`src/rtl/tdp_ram_pkg.sv`:
```
// rtl/tdp_ram_pkg.sv - shared constants, FSM encoding and lane-merge helper for tdp_ram_be
package tdp_ram_pkg;

  localparam int RDW_READ_FIRST  = 0;
  localparam int RDW_WRITE_FIRST = 1;

  // Widest word the merge helper handles; callers size-cast in and out.
  localparam int MAX_DW    = 256;
  localparam int MAX_LANES = MAX_DW / 8;

  typedef enum logic {
    ST_CLEAR = 1'b0,
    ST_READY = 1'b1
  } clr_state_t;

  function automatic logic [MAX_DW-1:0] lane_merge(input logic [MAX_DW-1:0]    old_w,
                                                   input logic [MAX_DW-1:0]    new_w,
                                                   input logic [MAX_LANES-1:0] be);
    logic [MAX_DW-1:0] r;
    r = old_w;
    for (int i = 0; i < MAX_LANES; i++) begin
      if (be[i]) r[8*i +: 8] = new_w[8*i +: 8];
    end
    return r;
  endfunction

endpackage

```
`src/rtl/tdp_ram_be_if.sv`:
```
// rtl/tdp_ram_be_if.sv - one RAM access port: request, write data and registered read response
interface tdp_ram_be_if #(
  parameter int data_width = 16,
  parameter int addr_width = 4
);
  localparam int lanes = data_width / 8;

  logic                  en;
  logic                  we;
  logic [lanes-1:0]      be;
  logic [addr_width-1:0] addr;
  logic [data_width-1:0] din;
  logic [data_width-1:0] dout;
  logic                  valid;

  modport master (output en, we, be, addr, din, input dout, valid);
  modport slave  (input en, we, be, addr, din, output dout, valid);

endinterface

```
`src/rtl/ram_clear_seq.sv`:
```
// rtl/ram_clear_seq.sv - post-reset zero-clear sequencer: walks every word once, then READY
module ram_clear_seq
  import tdp_ram_pkg::*;
#(
  parameter int addr_width = 4,
  parameter int depth      = 16
) (
  input  logic                  clk,
  input  logic                  rst,
  output logic                  init_busy,
  output logic                  clr_we,
  output logic [addr_width-1:0] clr_addr
);

  clr_state_t            state;
  clr_state_t            state_nxt;
  logic [addr_width-1:0] clr_ptr;
  logic                  last;

  assign last = (clr_ptr == addr_width'(depth - 1));

  always_ff @(posedge clk) begin
    if (rst) begin
      state   <= ST_CLEAR;
      clr_ptr <= '0;
    end else begin
      state <= state_nxt;
      if (state == ST_CLEAR) clr_ptr <= last ? '0 : clr_ptr + 1'b1;
    end
  end

  always_comb begin
    state_nxt = state;
    case (state)
      ST_CLEAR: if (last) state_nxt = ST_READY;
      ST_READY: state_nxt = ST_READY;
      default:  state_nxt = ST_CLEAR;
    endcase
  end

  always_comb begin
    init_busy = (state == ST_CLEAR);
    clr_we    = (state == ST_CLEAR) && !rst;
    clr_addr  = clr_ptr;
  end

endmodule

```
`src/rtl/tdp_ram_be.sv`:
```
// rtl/tdp_ram_be.sv - true dual-port byte-enable RAM with registered reads and post-reset clear
module tdp_ram_be
  import tdp_ram_pkg::*;
#(
  parameter int data_width = 16,
  parameter int addr_width = 4,
  parameter int depth      = 16,
  parameter int rdw_mode   = RDW_READ_FIRST
) (
  input  logic         clk,
  input  logic         rst,
  output logic         init_busy,
  output logic         collision,
  tdp_ram_be_if.slave  port_a,
  tdp_ram_be_if.slave  port_b
);

  localparam int lanes = data_width / 8;
  typedef logic [data_width-1:0] word_t;

  function automatic word_t merge(input word_t o, input word_t n, input logic [lanes-1:0] be);
    return data_width'(lane_merge(MAX_DW'(o), MAX_DW'(n), MAX_LANES'(be)));
  endfunction

  word_t mem [depth];

  logic                  clr_we;
  logic [addr_width-1:0] clr_addr;

  ram_clear_seq #(
    .addr_width(addr_width),
    .depth     (depth)
  ) u_clear_seq (
    .clk      (clk),
    .rst      (rst),
    .init_busy(init_busy),
    .clr_we   (clr_we),
    .clr_addr (clr_addr)
  );

  logic                  acc_a, acc_b, in_a, in_b, wr_a, wr_b, both_wr;
  word_t                 old_a, old_b, new_a, new_b, final_a, final_b, rd_a, rd_b;
  logic                  wr0_en;
  logic [addr_width-1:0] wr0_addr;
  word_t                 wr0_data;

  always_comb begin
    acc_a = !rst && !init_busy && port_a.en;
    acc_b = !rst && !init_busy && port_b.en;
    in_a  = 32'(port_a.addr) < 32'(depth);
    in_b  = 32'(port_b.addr) < 32'(depth);
    old_a = in_a ? mem[port_a.addr] : '0;
    old_b = in_b ? mem[port_b.addr] : '0;
    wr_a  = acc_a && port_a.we && in_a;
    wr_b  = acc_b && port_b.we && in_b;
    both_wr = wr_a && wr_b && (port_a.addr == port_b.addr);
    new_a = merge(old_a, port_a.din, port_a.be);
    new_b = merge(old_b, port_b.din, port_b.be);
    // On a shared write A's lanes are laid over B's, so A wins overlapping lanes.
    final_a = both_wr ? merge(new_b, port_a.din, port_a.be) : new_a;
    final_b = both_wr ? final_a : new_b;
    rd_a = (rdw_mode == RDW_WRITE_FIRST && wr_a) ? final_a : old_a;
    rd_b = (rdw_mode == RDW_WRITE_FIRST && wr_b) ? final_b : old_b;
    // The clear sequence borrows port A's write path; port A is idle then anyway.
    wr0_en   = clr_we || wr_a;
    wr0_addr = clr_we ? clr_addr : port_a.addr;
    wr0_data = clr_we ? '0 : final_a;
  end

  always_ff @(posedge clk) begin
    if (wr0_en) mem[wr0_addr] <= wr0_data;
    if (wr_b && !both_wr) mem[port_b.addr] <= final_b;
    if (rst) begin
      port_a.dout  <= '0;
      port_b.dout  <= '0;
      port_a.valid <= 1'b0;
      port_b.valid <= 1'b0;
      collision    <= 1'b0;
    end else begin
      port_a.valid <= acc_a;
      port_b.valid <= acc_b;
      if (acc_a) port_a.dout <= rd_a;
      if (acc_b) port_b.dout <= rd_b;
      collision <= both_wr && |(port_a.be & port_b.be);
    end
  end

endmodule

```
`src/flat_wrapper.sv`:
```
// flat-port wrapper written by rule: the top's interface ports become plain ports
module tdp_ram_be_flat import tdp_ram_pkg::*;
#(
  parameter int data_width = 16,
  parameter int addr_width = 4,
  parameter int depth      = 16,
  parameter int rdw_mode   = RDW_READ_FIRST
)
  (clk, rst, init_busy, collision, port_a_en, port_a_we, port_a_be, port_a_addr, port_a_din, port_a_dout, port_a_valid, port_b_en, port_b_we, port_b_be, port_b_addr, port_b_din, port_b_dout, port_b_valid);
  tdp_ram_be_if #(.data_width(data_width), .addr_width(addr_width)) port_a_i ();
  tdp_ram_be_if #(.data_width(data_width), .addr_width(addr_width)) port_b_i ();
  input  logic clk;
  input  logic rst;
  output logic init_busy;
  output logic collision;
  input wire logic [$bits(port_a_i.en)-1:0] port_a_en;
  input wire logic [$bits(port_a_i.we)-1:0] port_a_we;
  input wire logic [$bits(port_a_i.be)-1:0] port_a_be;
  input wire logic [$bits(port_a_i.addr)-1:0] port_a_addr;
  input wire logic [$bits(port_a_i.din)-1:0] port_a_din;
  output wire logic [$bits(port_a_i.dout)-1:0] port_a_dout;
  output wire logic [$bits(port_a_i.valid)-1:0] port_a_valid;
  input wire logic [$bits(port_b_i.en)-1:0] port_b_en;
  input wire logic [$bits(port_b_i.we)-1:0] port_b_we;
  input wire logic [$bits(port_b_i.be)-1:0] port_b_be;
  input wire logic [$bits(port_b_i.addr)-1:0] port_b_addr;
  input wire logic [$bits(port_b_i.din)-1:0] port_b_din;
  output wire logic [$bits(port_b_i.dout)-1:0] port_b_dout;
  output wire logic [$bits(port_b_i.valid)-1:0] port_b_valid;
  assign port_a_i.en = port_a_en;
  assign port_a_i.we = port_a_we;
  assign port_a_i.be = port_a_be;
  assign port_a_i.addr = port_a_addr;
  assign port_a_i.din = port_a_din;
  assign port_a_dout = port_a_i.dout;
  assign port_a_valid = port_a_i.valid;
  assign port_b_i.en = port_b_en;
  assign port_b_i.we = port_b_we;
  assign port_b_i.be = port_b_be;
  assign port_b_i.addr = port_b_addr;
  assign port_b_i.din = port_b_din;
  assign port_b_dout = port_b_i.dout;
  assign port_b_valid = port_b_i.valid;
  tdp_ram_be #(.data_width(data_width), .addr_width(addr_width), .depth(depth), .rdw_mode(rdw_mode)) u_core (.clk(clk), .rst(rst), .init_busy(init_busy), .collision(collision), .port_a(port_a_i), .port_b(port_b_i));
endmodule
```
`config.mk`:
```
export PLATFORM = sky130hd
export DESIGN_NAME = tdp_ram_be_flat
export DESIGN_NICKNAME = d
export VERILOG_FILES = /design/src/rtl/tdp_ram_pkg.sv /design/src/rtl/tdp_ram_be_if.sv /design/src/rtl/ram_clear_seq.sv /design/src/rtl/tdp_ram_be.sv /design/src/flat_wrapper.sv
export SDC_FILE = /design/constraint.sdc
export NUM_CORES = 1
export LEC_CHECK = 0
export CAP_MARGIN = 20
export CORE_ASPECT_RATIO = 1.1
export CORE_MARGIN = 8
export CORE_UTILIZATION = 45
export CTS_BUF_LIST = sky130_fd_sc_hd__clkbuf_16
export CTS_CLUSTER_SIZE = 20
export DETAILED_ROUTE_END_ITERATION = 8
export HOLD_SLACK_MARGIN = 0.03
export PLACE_DENSITY = 0.72
export SYNTH_ARGS = -nofsm -noshare
export SYNTH_HDL_FRONTEND = slang
export SYNTH_SLANG_ARGS = --single-unit
export TNS_END_PERCENT = 5
```
`constraint.sdc`:
```
create_clock -name clk -period 9.28 [get_ports clk]
set_clock_uncertainty 0.2 [all_clocks]
set_input_delay 1.392 -clock clk [delete_from_list [all_inputs] [get_ports clk]]
set_output_delay 1.392 -clock clk [all_outputs]
set_load 0.01 [all_outputs]
```
### Word-level counts from Yosys, hierarchy flattened

Memory sizes are Yosys's and may differ from the RTL's.
Cells that the tools add are included.

| word-level totals | value |
|---|---|
| input bits | 50 |
| memories kept | 1 |
| register bits after elaboration | 40 |
| memory bits (writable) | 256 |
| output and inout port bits | 36 |

Memories:

| memory | depth | width | read ports | clocked after memory_dff | write ports | line | source |
|---|---|---|---|---|---|---|---|
| u_core.mem | 16 | 16 | 2 | 0 | 2 | tdp_ram_be.sv:25 | `word_t mem [depth];` |

| operators by class | value |
|---|---|
| bitwise gates (word level) | 2 |
| add/sub/neg operators | 1 |
| equal/unequal tests | 2 |
| reduce and logical (&&, ||, !) cells | 14 |
| muxes and demuxes | 17 |

Operator list:

| operator | count |
|---|---|
| 2-to-1 mux 16 bit | 3 |
| 2-to-1 mux 8 bit | 6 |
| logical AND 1 bit | 10 |
| 2-to-1 mux 4 bit | 2 |
| 2-to-1 mux 1 bit | 5 |
| adder 4 x 1 -> 4 bit (second input constant) | 1 |
| == test 4 bit | 1 |
| == test 4 bit (second input constant) | 1 |
| bitwise AND 2 bit | 1 |
| zero test 1 bit | 2 |
| case mux 1 bit (2 select lines) | 1 |
| OR reduction 2 bit | 1 |
| logical OR 1 bit | 1 |
| NOT 1 bit | 1 |

### Logic depth before layout (Yosys ltp)

| logic depth | value |
|---|---|
| word-level depth | 10 |
| mapped depth | 13 |
| mapped depth without buffers | 10 |

### Hierarchy

Synthesis repeated with hierarchy kept, for this count alone.

| second synthesis, totals | value |
|---|---|
| cell total of the unflattened synthesis | 1763 |
| area total of the unflattened synthesis | 19148.4 µm² |

Modules (own cells, without submodules):

| module | cells each | times used | area an instance (µm²) |
|---|---|---|---|
| tdp_ram_be | 1739 | 1 | 18926.9 |
| ram_clear_seq | 24 | 1 | 221.5 |

### Least setup slack after synthesis

Ideal clock, no wire load.

| path | value |
|---|---|
| path type | input port to flip-flop |
| start | input port rst |
| end | memory u_core.mem[12][0] (netlist name) (enable) |
| slack | 5.025 ns |
| cell stages on the path | 6 |
| arrival time | 3.644 ns |
| setup time | 0.411 ns |
| required time | 8.669 ns |
| cell sequence | or2_2 clkbuf_1 clkbuf_1 o32ai_1 nand3_1 o21ai_0 |

RTL lines:

| item | line | source |
|---|---|---|
| from (decl) | flat_wrapper.sv:13 | `input logic rst;` |
| to (decl) | tdp_ram_be.sv:25 |  |

==> out/summary.txt <==
number of storage elements in the synthesis netlist = 296
commonest cells after routing, fill and taps aside = sky130_fd_sc_hd__edfxtp_1, sky130_fd_sc_hd__nand2_1, sky130_fd_sc_hd__mux2i_1
r2r worst-path depth = 8
met1 usage in global routing = 34.1%
busiest layer in global routing = met2
library cell occupying the most area in the post-synthesis netlist = sky130_fd_sc_hd__edfxtp_1
Die Area = 52000 um2
Skew-Pair Late Insertion Delay = 0.60 ns
clock tree sinks = 296
synthesized instance count = 1725
sequential cell area fraction in the yosys report = 42.0%
Post-Route Setup TNS = 0 ns
kind of end point of the critical path = flop
FFs w/ async S/R, synth = 0%
critical setup path kind = in2reg
wire length of the first global-routing pass = 106000 um
share of the clock period used by the worst path after layout = 62.7%
DR vias/cell = 7.14
Initial DRC Count = 2580
routing usage on met2 = 41.6%
Pleak = 8.02 nW
total vias in the final route = 16.5k
CP most frequent cell = sky130_fd_sc_hd__buf_4
Syn Std Cell Area = 20200 um2
number of different library cells in the post-synthesis netlist = 74
site row count = 81
synthesized area per cell = 11.7 um2
main flop type after synthesis = sky130_fd_sc_hd__edfxtp_1
post-place setup slack = 3.08 ns
DRC Markers = 0
Post-synth EDFFs = 256
endpoint of the worst register-to-register path = u_core.mem[4][14]$_DFFE_PP_
Synth warnings = 0
data arrival time of the critical path = 5.92 ns
type of the most critical hold path = reg2reg
max-capacitance violation count = 0
time the worst path needs with I/O delays and setup = 5.82 ns
placed cell count = 2247
core region area = 44400 um2
Clock Path Buffers = 3
cts hold-fix bufs = 0
status = finished, final reports clean
Worst setup endpoint = u_core.mem[4][14]$_DFFE_PP_
first-pass iteration count of the detailed router = 7
IO Count = 86
number of antenna violations at the first check in global routing = 1
Power Dens Cells = 151 nW/um2
met3 GRT Util = 7.19%
Post-CTS Setup Bufs = 0
critical path, cell by cell = clkdlybuf4s50_1 -> buf_4 -> nand4b_1 -> nor3_1 -> and2_1 -> nand2_4 -> buf_4 -> mux2i_1 -> a21boi_2 -> o22ai_1
average wire per standard cell = 31.9 um
element type at the critical path start = input port
combined global-route utilization of all metal layers = 27.3%
root cell of the clock tree = sky130_fd_sc_hd__clkbuf_16
number of global-route vias before repair = 15.8k
clock slew at the register clock pins of the worst setup and hold paths = 0.06 ns
total wire length = 73700 um
global placement routability congestion = 0.962
Critical-path top delay cell = sky130_fd_sc_hd__buf_4
pin count of the biggest net entering global routing = 81
slew of the pin with the lowest slew margin = 1.18 ns
filler cell count = 3823
quantity of I/O buffers inserted on ports = 85
share of the synthesized area in the top cell type = 38.0%
Synth area leaders = sky130_fd_sc_hd__edfxtp_1, sky130_fd_sc_hd__mux4_2, sky130_fd_sc_hd__mux2i_1
HPWL reported at the end of detailed placement = 45100 um
setup slack of the most critical reg-to-reg path = 4.43 ns
share of the core filled with cells = 50.2%
beginning of the critical path = rst
maximum fanout along the worst path = 80
number of hold-slack violations in the final timing report = 0
number of nets at the end of the flow = 1754
total CTS buffers = 31
Antenna Violating Nets Remaining = 0
worst reg2reg startpoint = u_core.u_clear_seq.state$_SDFF_PP0_
post-CTS sizing = 0
total grt overflow = 0
worst voltage drop across the vdd grid = 0.000158 V
timing-limited maximum frequency = 172 MHz
most common cell after layout, fill and taps aside = sky130_fd_sc_hd__edfxtp_1
synthesized net count = 1776
clock tree from TritonCTS = built
Largest stage delay, worst path = 0.65 ns
final setup fails = 0
Hold Slack = 0.271 ns
Data required, critical path = 9.38 ns
starting density of the core = 45.6%
Pins Over Slew Limit = 0
synth-to-layout area growth = 10.1%
Die Y-Extent = 238 um
Die W = 218 um
post-route setup slack = 3.46 ns
RSZ-0062 raised after global routing = false
fraction of layout cells with a size suffix above 1 = 26.9%
slew margin rel. = 20.8%
non-filler instance count after layout = 2309
maximum level of the CTS H-tree = 1
==> metal layers <==
metal | vias up | share of wire (%)
li1 | 6792 | -
met1 | 7989 | 35
met2 | 1387 | 44
met3 | 328 | 13
met4 | 0 | 7.1
met5 | - | 0
==> worst min-delay path by stage <==
stage	from	endpoint	slack (ns)	cells past startpoint
floorplan	u_core.u_clear_seq.clr_addr[3]$_SDFFE_PP0N_	u_core.u_clear_seq.clr_addr[3]$_SDFFE_PP0N_	0.28	2
global placement	u_core.port_b.dout[4]$_SDFFE_PP0N_	u_core.port_b.dout[4]$_SDFFE_PP0N_	0.26	2
detailed placement	u_core.port_a.dout[0]$_SDFFE_PP0N_	u_core.port_a.dout[0]$_SDFFE_PP0N_	0.26	2
CTS	u_core.port_a.dout[0]$_SDFFE_PP0N_	u_core.port_a.dout[0]$_SDFFE_PP0N_	0.27	2
global route	u_core.port_a.dout[13]$_SDFFE_PP0N_	u_core.port_a.dout[13]$_SDFFE_PP0N_	0.29	2
finish	u_core.port_a.dout[0]$_SDFFE_PP0N_	u_core.port_a.dout[0]$_SDFFE_PP0N_	0.27	2
==> sequential cells by signal, indices dropped and copies added, names as in the netlist <==
name                         count
u_core.mem                     256
u_core.port_a.dout              16
u_core.port_b.dout              16
u_core.u_clear_seq.clr_addr      4
u_core.collision                 1
u_core.port_a.valid              1
u_core.port_b.valid              1
u_core.u_clear_seq.state         1
==> report_power, final <==
group / total [mW] / internal, mW / leakage [nW] / switching [mW]
Clock: 1.26 / 0.703 / 0.519 / 0.561
Sequential: 1.49 / 1.48 / 2.67 / 0.0107
Combinational: 0.601 / 0.235 / 4.83 / 0.365
==> through the flow <==
stage	power (mW)	area, um2
floorplan	1.95	20200
global placement	2.08	21200
detailed placement	2.10	21200
CTS	3.33	22200
global route	3.43	22300
finish	3.35	22300
==> cell usage after synthesis, types with 9 or more instances <==
cell type	number
sky130_fd_sc_hd__mux4_2	68
sky130_fd_sc_hd__nor3_1	14
sky130_fd_sc_hd__o21ai_1	14
sky130_fd_sc_hd__dfxtp_1	40
sky130_fd_sc_hd__o22ai_1	60
sky130_fd_sc_hd__a21oi_1	99
sky130_fd_sc_hd__nor2_1	51
sky130_fd_sc_hd__edfxtp_1	256
sky130_fd_sc_hd__o22a_1	9
sky130_fd_sc_hd__a211oi_2	80
sky130_fd_sc_hd__buf_6	21
sky130_fd_sc_hd__a21oi_2	11
sky130_fd_sc_hd__mux2i_1	144
sky130_fd_sc_hd__nand2_1	159
sky130_fd_sc_hd__a221oi_1	24
sky130_fd_sc_hd__inv_1	19
sky130_fd_sc_hd__nand3_1	25
sky130_fd_sc_hd__o21ai_0	56
sky130_fd_sc_hd__buf_4	16
sky130_fd_sc_hd__buf_2	36
sky130_fd_sc_hd__a21boi_0	9
sky130_fd_sc_hd__mux2_2	121
sky130_fd_sc_hd__clkbuf_1	107
sky130_fd_sc_hd__a211oi_1	46
sky130_fd_sc_hd__nand3b_1	30
sky130_fd_sc_hd__a22oi_1	21
sky130_fd_sc_hd__o21ai_2	11
sky130_fd_sc_hd__mux4_1	17
sky130_fd_sc_hd__a221o_1	13
==> worst max-delay path, delay by kind of cell <==
kind | cells | cell delay (ns)
compound gates | 2 | 0.75
buf+inv | 3 | 1.30
mux | 1 | 0.23
simple gates | 4 | 2.14
==> cell type report <==
| class | count | area (um2) | share of cell area, % |
|---|---|---|---|
| multi-input cells | 1210 | 10700 | 47.9 |
| flip-flops and latches | 296 | 8490 | 38.1 |
| repair buffers | 141 | 1300 | 5.84 |
| clock buffers | 32 | 801 | 3.60 |
| well taps | 581 | 727 | 3.26 |
| clock inverters | 25 | 190 | 0.854 |
| inverters | 23 | 86.3 | 0.388 |
| diodes | 1 | 2.50 | 0.0112 |
==> logic make-up after synthesis <==
kind of cell | Yosys count | synth area share (%)
fa+ha+maj | 1 | 0.0619
mux | 353 | 23.9
buf+inv | 219 | 5.88
simple gates | 339 | 8.16
xor+xnor | 5 | 0.217
compound gates | 512 | 19.8
flops | 296 | 42.0
Note: power is estimated with default switching activity, not from simulation.
